$ cat src/rtl/serial_sub_pkg.sv
// Shared types and defaults for the bit-serial subtraction controller.
// The state encoding is fixed at two bits; the spare code 2'b11 is treated as illegal.
package serial_sub_pkg;

  localparam int DEFAULT_WIDTH = 8;

  typedef enum logic [1:0] {
    IDLE = 2'b00,
    RUN  = 2'b01,
    DONE = 2'b10
  } state_t;

  // busy covers both the bit-processing phase and the completion cycle
  function automatic logic is_busy(input state_t s);
    return (s == RUN) || (s == DONE);
  endfunction

endpackage

$ cat src/rtl/full_sub_cell.sv
// Combinational one-bit full subtractor: d = a - b - bin, with borrow-out.
module full_sub_cell (
  input  logic a,
  input  logic b,
  input  logic bin,
  output logic d,
  output logic bout
);

  assign d    = a ^ b ^ bin;
  assign bout = (~a & b) | (~(a ^ b) & bin);

endmodule

$ cat src/rtl/serial_sub_ctrl.sv
// Bit-serial subtraction controller: D = A - B - Bin, one bit per clock, LSB first,
// sequencing a single full-subtractor cell through IDLE/RUN/DONE.
module serial_sub_ctrl
  import serial_sub_pkg::*;
#(
  parameter  int WIDTH = DEFAULT_WIDTH,
  localparam int CNT_W = $clog2(WIDTH + 1)
) (
  input  logic             clk,
  input  logic             rst_n,
  input  logic             start,
  input  logic [WIDTH-1:0] a_in,
  input  logic [WIDTH-1:0] b_in,
  input  logic             bin_in,
  output logic             busy,
  output logic             done,
  output logic [WIDTH-1:0] d_out,
  output logic             bout
);

  state_t           state;
  state_t           next_state;
  logic [WIDTH-1:0] sa;
  logic [WIDTH-1:0] sb;
  logic [WIDTH-1:0] sr;
  logic [WIDTH-1:0] sr_next;
  logic             br;
  logic [CNT_W-1:0] idx;
  logic             last_bit;
  logic             cell_d;
  logic             cell_bo;

  full_sub_cell u_cell (
    .a    (sa[0]),
    .b    (sb[0]),
    .bin  (br),
    .d    (cell_d),
    .bout (cell_bo)
  );

  // The result register fills from the MSB side so that after WIDTH shifts bit 0 lands at index 0
  generate
    if (WIDTH == 1) begin : g_sr_w1
      assign sr_next = cell_d;
    end else begin : g_sr_wn
      assign sr_next = {cell_d, sr[WIDTH-1:1]};
    end
  endgenerate

  assign last_bit = (idx == CNT_W'(WIDTH - 1));

  always_ff @(posedge clk or negedge rst_n) begin
    if (!rst_n) begin
      state <= IDLE;
    end else begin
      state <= next_state;
    end
  end

  always_comb begin
    next_state = IDLE;
    busy       = 1'b0;
    done       = 1'b0;
    case (state)
      IDLE: next_state = start ? RUN : IDLE;
      RUN:  next_state = last_bit ? DONE : RUN;
      DONE: next_state = IDLE;
      default: next_state = IDLE;
    endcase
    busy = is_busy(state);
    done = (state == DONE);
  end

  // Operand capture and per-bit datapath; d_out/bout only move on the edge entering DONE
  always_ff @(posedge clk or negedge rst_n) begin
    if (!rst_n) begin
      sa    <= '0;
      sb    <= '0;
      sr    <= '0;
      br    <= 1'b0;
      idx   <= '0;
      d_out <= '0;
      bout  <= 1'b0;
    end else begin
      case (state)
        IDLE: begin
          if (start) begin
            sa  <= a_in;
            sb  <= b_in;
            br  <= bin_in;
            sr  <= '0;
            idx <= '0;
          end
        end
        RUN: begin
          sr  <= sr_next;
          sa  <= sa >> 1;
          sb  <= sb >> 1;
          br  <= cell_bo;
          idx <= idx + CNT_W'(1);
          if (last_bit) begin
            d_out <= sr_next;
            bout  <= cell_bo;
          end
        end
        default: begin
        end
      endcase
    end
  end

endmodule

$ cat config.mk
export PLATFORM = sky130hd
export DESIGN_NAME = serial_sub_ctrl
export DESIGN_NICKNAME = d
export VERILOG_FILES = /design/src/rtl/serial_sub_pkg.sv /design/src/rtl/full_sub_cell.sv /design/src/rtl/serial_sub_ctrl.sv
export SDC_FILE = /design/constraint.sdc
export NUM_CORES = 1
export LEC_CHECK = 0
export CORE_ASPECT_RATIO = 1.25
export CORE_MARGIN = 5
export CORE_UTILIZATION = 48
export CTS_CLUSTER_SIZE = 12
export DETAILED_ROUTE_END_ITERATION = 10
export PLACE_DENSITY = 0.74
export SYNTH_ARGS = -nofsm -noshare
export SYNTH_HDL_FRONTEND = slang
export SYNTH_HIERARCHICAL = 1
export SYNTH_SLANG_ARGS = --single-unit
$ cat constraint.sdc
create_clock -name clk -period 2.4 [get_ports clk]
set_input_delay 0.48 -clock clk [delete_from_list [all_inputs] [get_ports clk]]
set_output_delay 0.48 -clock clk [all_outputs]
set_load 0.02 [all_outputs]
==> impl_metrics.csv <==
group,metric,value,unit
floorplanning,row_count,24,
sta,period_minus_slack,2.06,ns
clocking,numCtsBuffers,5,
clocking,cts_setup_buffers,0,
power,finalPower,2.73,mW
worst_setup_path,path_delay_family,"buffers and inverters",
worst_setup_path,crit_type,"flop to output port",
final_layout,syn_to_final_growth,23.6,%
detailed_routing,vias_per_cell,5.12,
floorplanning,core,3540,µm²
synthesis,ys_ff_latch,39,
global_routing,antenna_found_initial,0,
floorplanning,fp.dieW,64.6,µm
final_layout,drive_above_1_share,11.7,%
detailed_routing,ant_nets,0,
worst_setup_path,cp_data_required_time,1.92,ns
floorplanning,die-area,5060,µm²
global_routing,grt-ovfl-total,0,
sta,max_clock_freq,0.486,GHz
detailed_routing,drt_iter0_drc,22,
sta,fin_setup_tns,0,ns
synthesis,async_flop_share,100,%
detailed_routing,vias,1203,
sta,worst_slew_pin_slew,0.850,ns
worst_setup_path,crit_chain,"inv_1, ha_1, clkdlybuf4s50_1",
synthesis,syn-cell-area,1790,µm²
synthesis,synth_fp_nets,190,
worst_setup_path,cp-start-kind,"flop",
sta,slew_viol_final,0,
sta,hold_violations,0,
final_layout,layout.nets,220,
sta,setup_slack,0.343,ns
placement,place_congestion,0.723,
synthesis,synth_cell_types,22,
sta,rsz0062_at_grt,"false",
clocking,path_clk_slew,0.07,ns
detailed_routing,wl_per_cell,13.4,µm
final_layout,antenna_cells,0,
clocking,cts_max_level,2,
worst_setup_path,max_stage_delay,0.60,ns
detailed_routing,first_pass_iters,4,
detailed_routing,drc,0,
placement,dp_hpwl,2.32,mm
worst_setup_path,critical_path_arrival,1.58,ns
clocking,clockBufferDepth,2,
worst_setup_path,cp_slowest_cell,"clkdlybuf4s50_1",
global_routing,grt_usage,13.6,%
detailed_routing,wl,3.14,mm
global_routing,grt_max_degree,40,
floorplanning,die_h,78.3,µm
power,ir_worst_vdd,537,µV
worst_setup_path,crit_path_end_kind,"output port",
placement,port-buffer-count,30,
worst_setup_path,critPathMaxFanout,2,
floorplanning,ioPinCount,31,
run,drv_cap,0,
clocking,hold_buffers,0,
final_layout,fin_util,62.5,%
power,p_leak,1.08,nW
power,p_per_area,1230,nW/µm²
clocking,ctsResizeCount,0,
clocking,cts.sinks,39,
synthesis,yosys_warnings,6,
sta,finalSetupViolCount,0,
status,status,"completed",
placement,dp_slack,0.543,ns
sta,finalCritPeriodShare,85.7,%
synthesis,syn_inst,165,
clocking,cts_tree,"built",
worst_setup_path,path_buf_inv,2,
global_routing,grt_first_pass_wirelength,5.45,mm
clocking,clock_latency,0.28,ns
sta,relSlewSlack,43.3,%
clocking,root_buffer,"clkbuf_8",
synthesis,synth_flop_cell,"dfrtp_1",
synthesis,synth-edff-count,0,
synthesis,syn_avg_cell_area,10.9,µm²
global_routing,grt_pass1_vias,1259,
floorplanning,initial_core_util,50.6,%
hold_path,hp-class,"input port to async pin",
sta,worst_clock_skew,0.00514,ns
synthesis,synth-seq-area-share,54.5,%
-- per-layer routing --
metal | vias to the layer above | GRT usage (%) | share of wire, %
met5 | - | 0 | 0
met4 | 0 | 4.44 | 0.86
met3 | 2 | 4.29 | 2.8
met2 | 24 | 24.3 | 52
met1 | 568 | 15.3 | 44
li1 | 609 | - | -
-- cell usage in the layout, fill, tap and decap left out --
master / synthesis / final
and2_1: 1 / 1
nand3b_1: 1 / 1
a22oi_1: 1 / 1
fa_1: 1 / 1
mux2i_1: 16 / 15
o21ai_1: 26 / 26
o41ai_1: 1 / 1
nand3_1: 2 / 2
clkbuf_1: 4 / 1
dfrtp_1: 39 / 39
inv_1: 5 / 5
mux2_4: 9 / 9
o31ai_1: 1 / 1
clkdlybuf4s50_1: 0 / 29
mux2i_4: 0 / 1
a31oi_1: 2 / 2
ha_1: 4 / 4
clkbuf_8: 0 / 7
buf_4: 2 / 3
nand2_1: 39 / 39
buf_2: 3 / 1
or3_1: 2 / 2
nor2b_1: 3 / 3
inv_2: 2 / 2
-- metrics by stage --
stage | std cells | hold slack, ns | cell area [µm²]
2_1_floorplan | 165 | 0.184 | 1790
3_5_place_dp | 227 | 0.476 | 2110
4_1_cts | 235 | 0.327 | 2210
6_report | 235 | 0.306 | 2210
5_1_grt | 235 | 0.382 | 2210
3_3_place_gp | 227 | 0.468 | 2110
-- cell families after synthesis --
family	synth area share, %
and+or+nand+nor	11.2
DFF	54.5
AOI/OAI and AO/OA	9.29
muxes	16.5
buffers and inverters	4.61
adders and majority gates	3.91
-- state kept, by name, summed over array words and instances (netlist names) --
name,cells
d_out,8
sa,8
sb,8
sr,7
idx,4
state,2
bout,1
br,1
-- final timing paths --
| check | start | end | slack, ns | depth (start not counted) |
|---|---|---|---|---|
| setup reg to reg | state[1]$_DFF_PN0_ | d_out[2]$_DFFE_PN0P_ | 0.56 | 5 |
| hold / removal | rst_n | d_out[5]$_DFFE_PN0P_ | 0.31 | 1 |
| min in group clk | sa[1]$_DFFE_PN0P_ | sa[1]$_DFFE_PN0P_ | 0.49 | 2 |
| setup / recovery | state[0]$_DFF_PN0_ | busy | 0.34 | 3 |
| max in group asynchronous | rst_n | d_out[2]$_DFFE_PN0P_ | 1.56 | 1 |
| hold reg to reg | sa[1]$_DFFE_PN0P_ | sa[1]$_DFFE_PN0P_ | 0.49 | 2 |
-- cells in the mapped netlist (3+ instances only) --
cell	count	area share, %
inv_1	5	1.0
nor2b_1	3	1.0
buf_2	3	0.84
nand2_1	39	8.2
clkbuf_1	4	0.84
o21ai_1	26	7.3
mux2i_1	16	8.9
mux2_4	9	7.5
ha_1	4	2.8
dfrtp_1	39	54
-- layout make-up --
class                      count  area, µm²
clock buffer                   8        100
inverter                       7       26.3
timing repair buffer          33        318
sequential                    39        976
tap                           39       48.8
fill                         309       1330
multi-input combinational    109        746
-- report_power, final --
part / total, mW / internal, mW / switching [mW]
sequential: 1.09 / 0.925 / 0.167
clock: 0.468 / 0.262 / 0.206
combinational: 1.18 / 0.559 / 0.616
(Power assumes the default switching activity.)
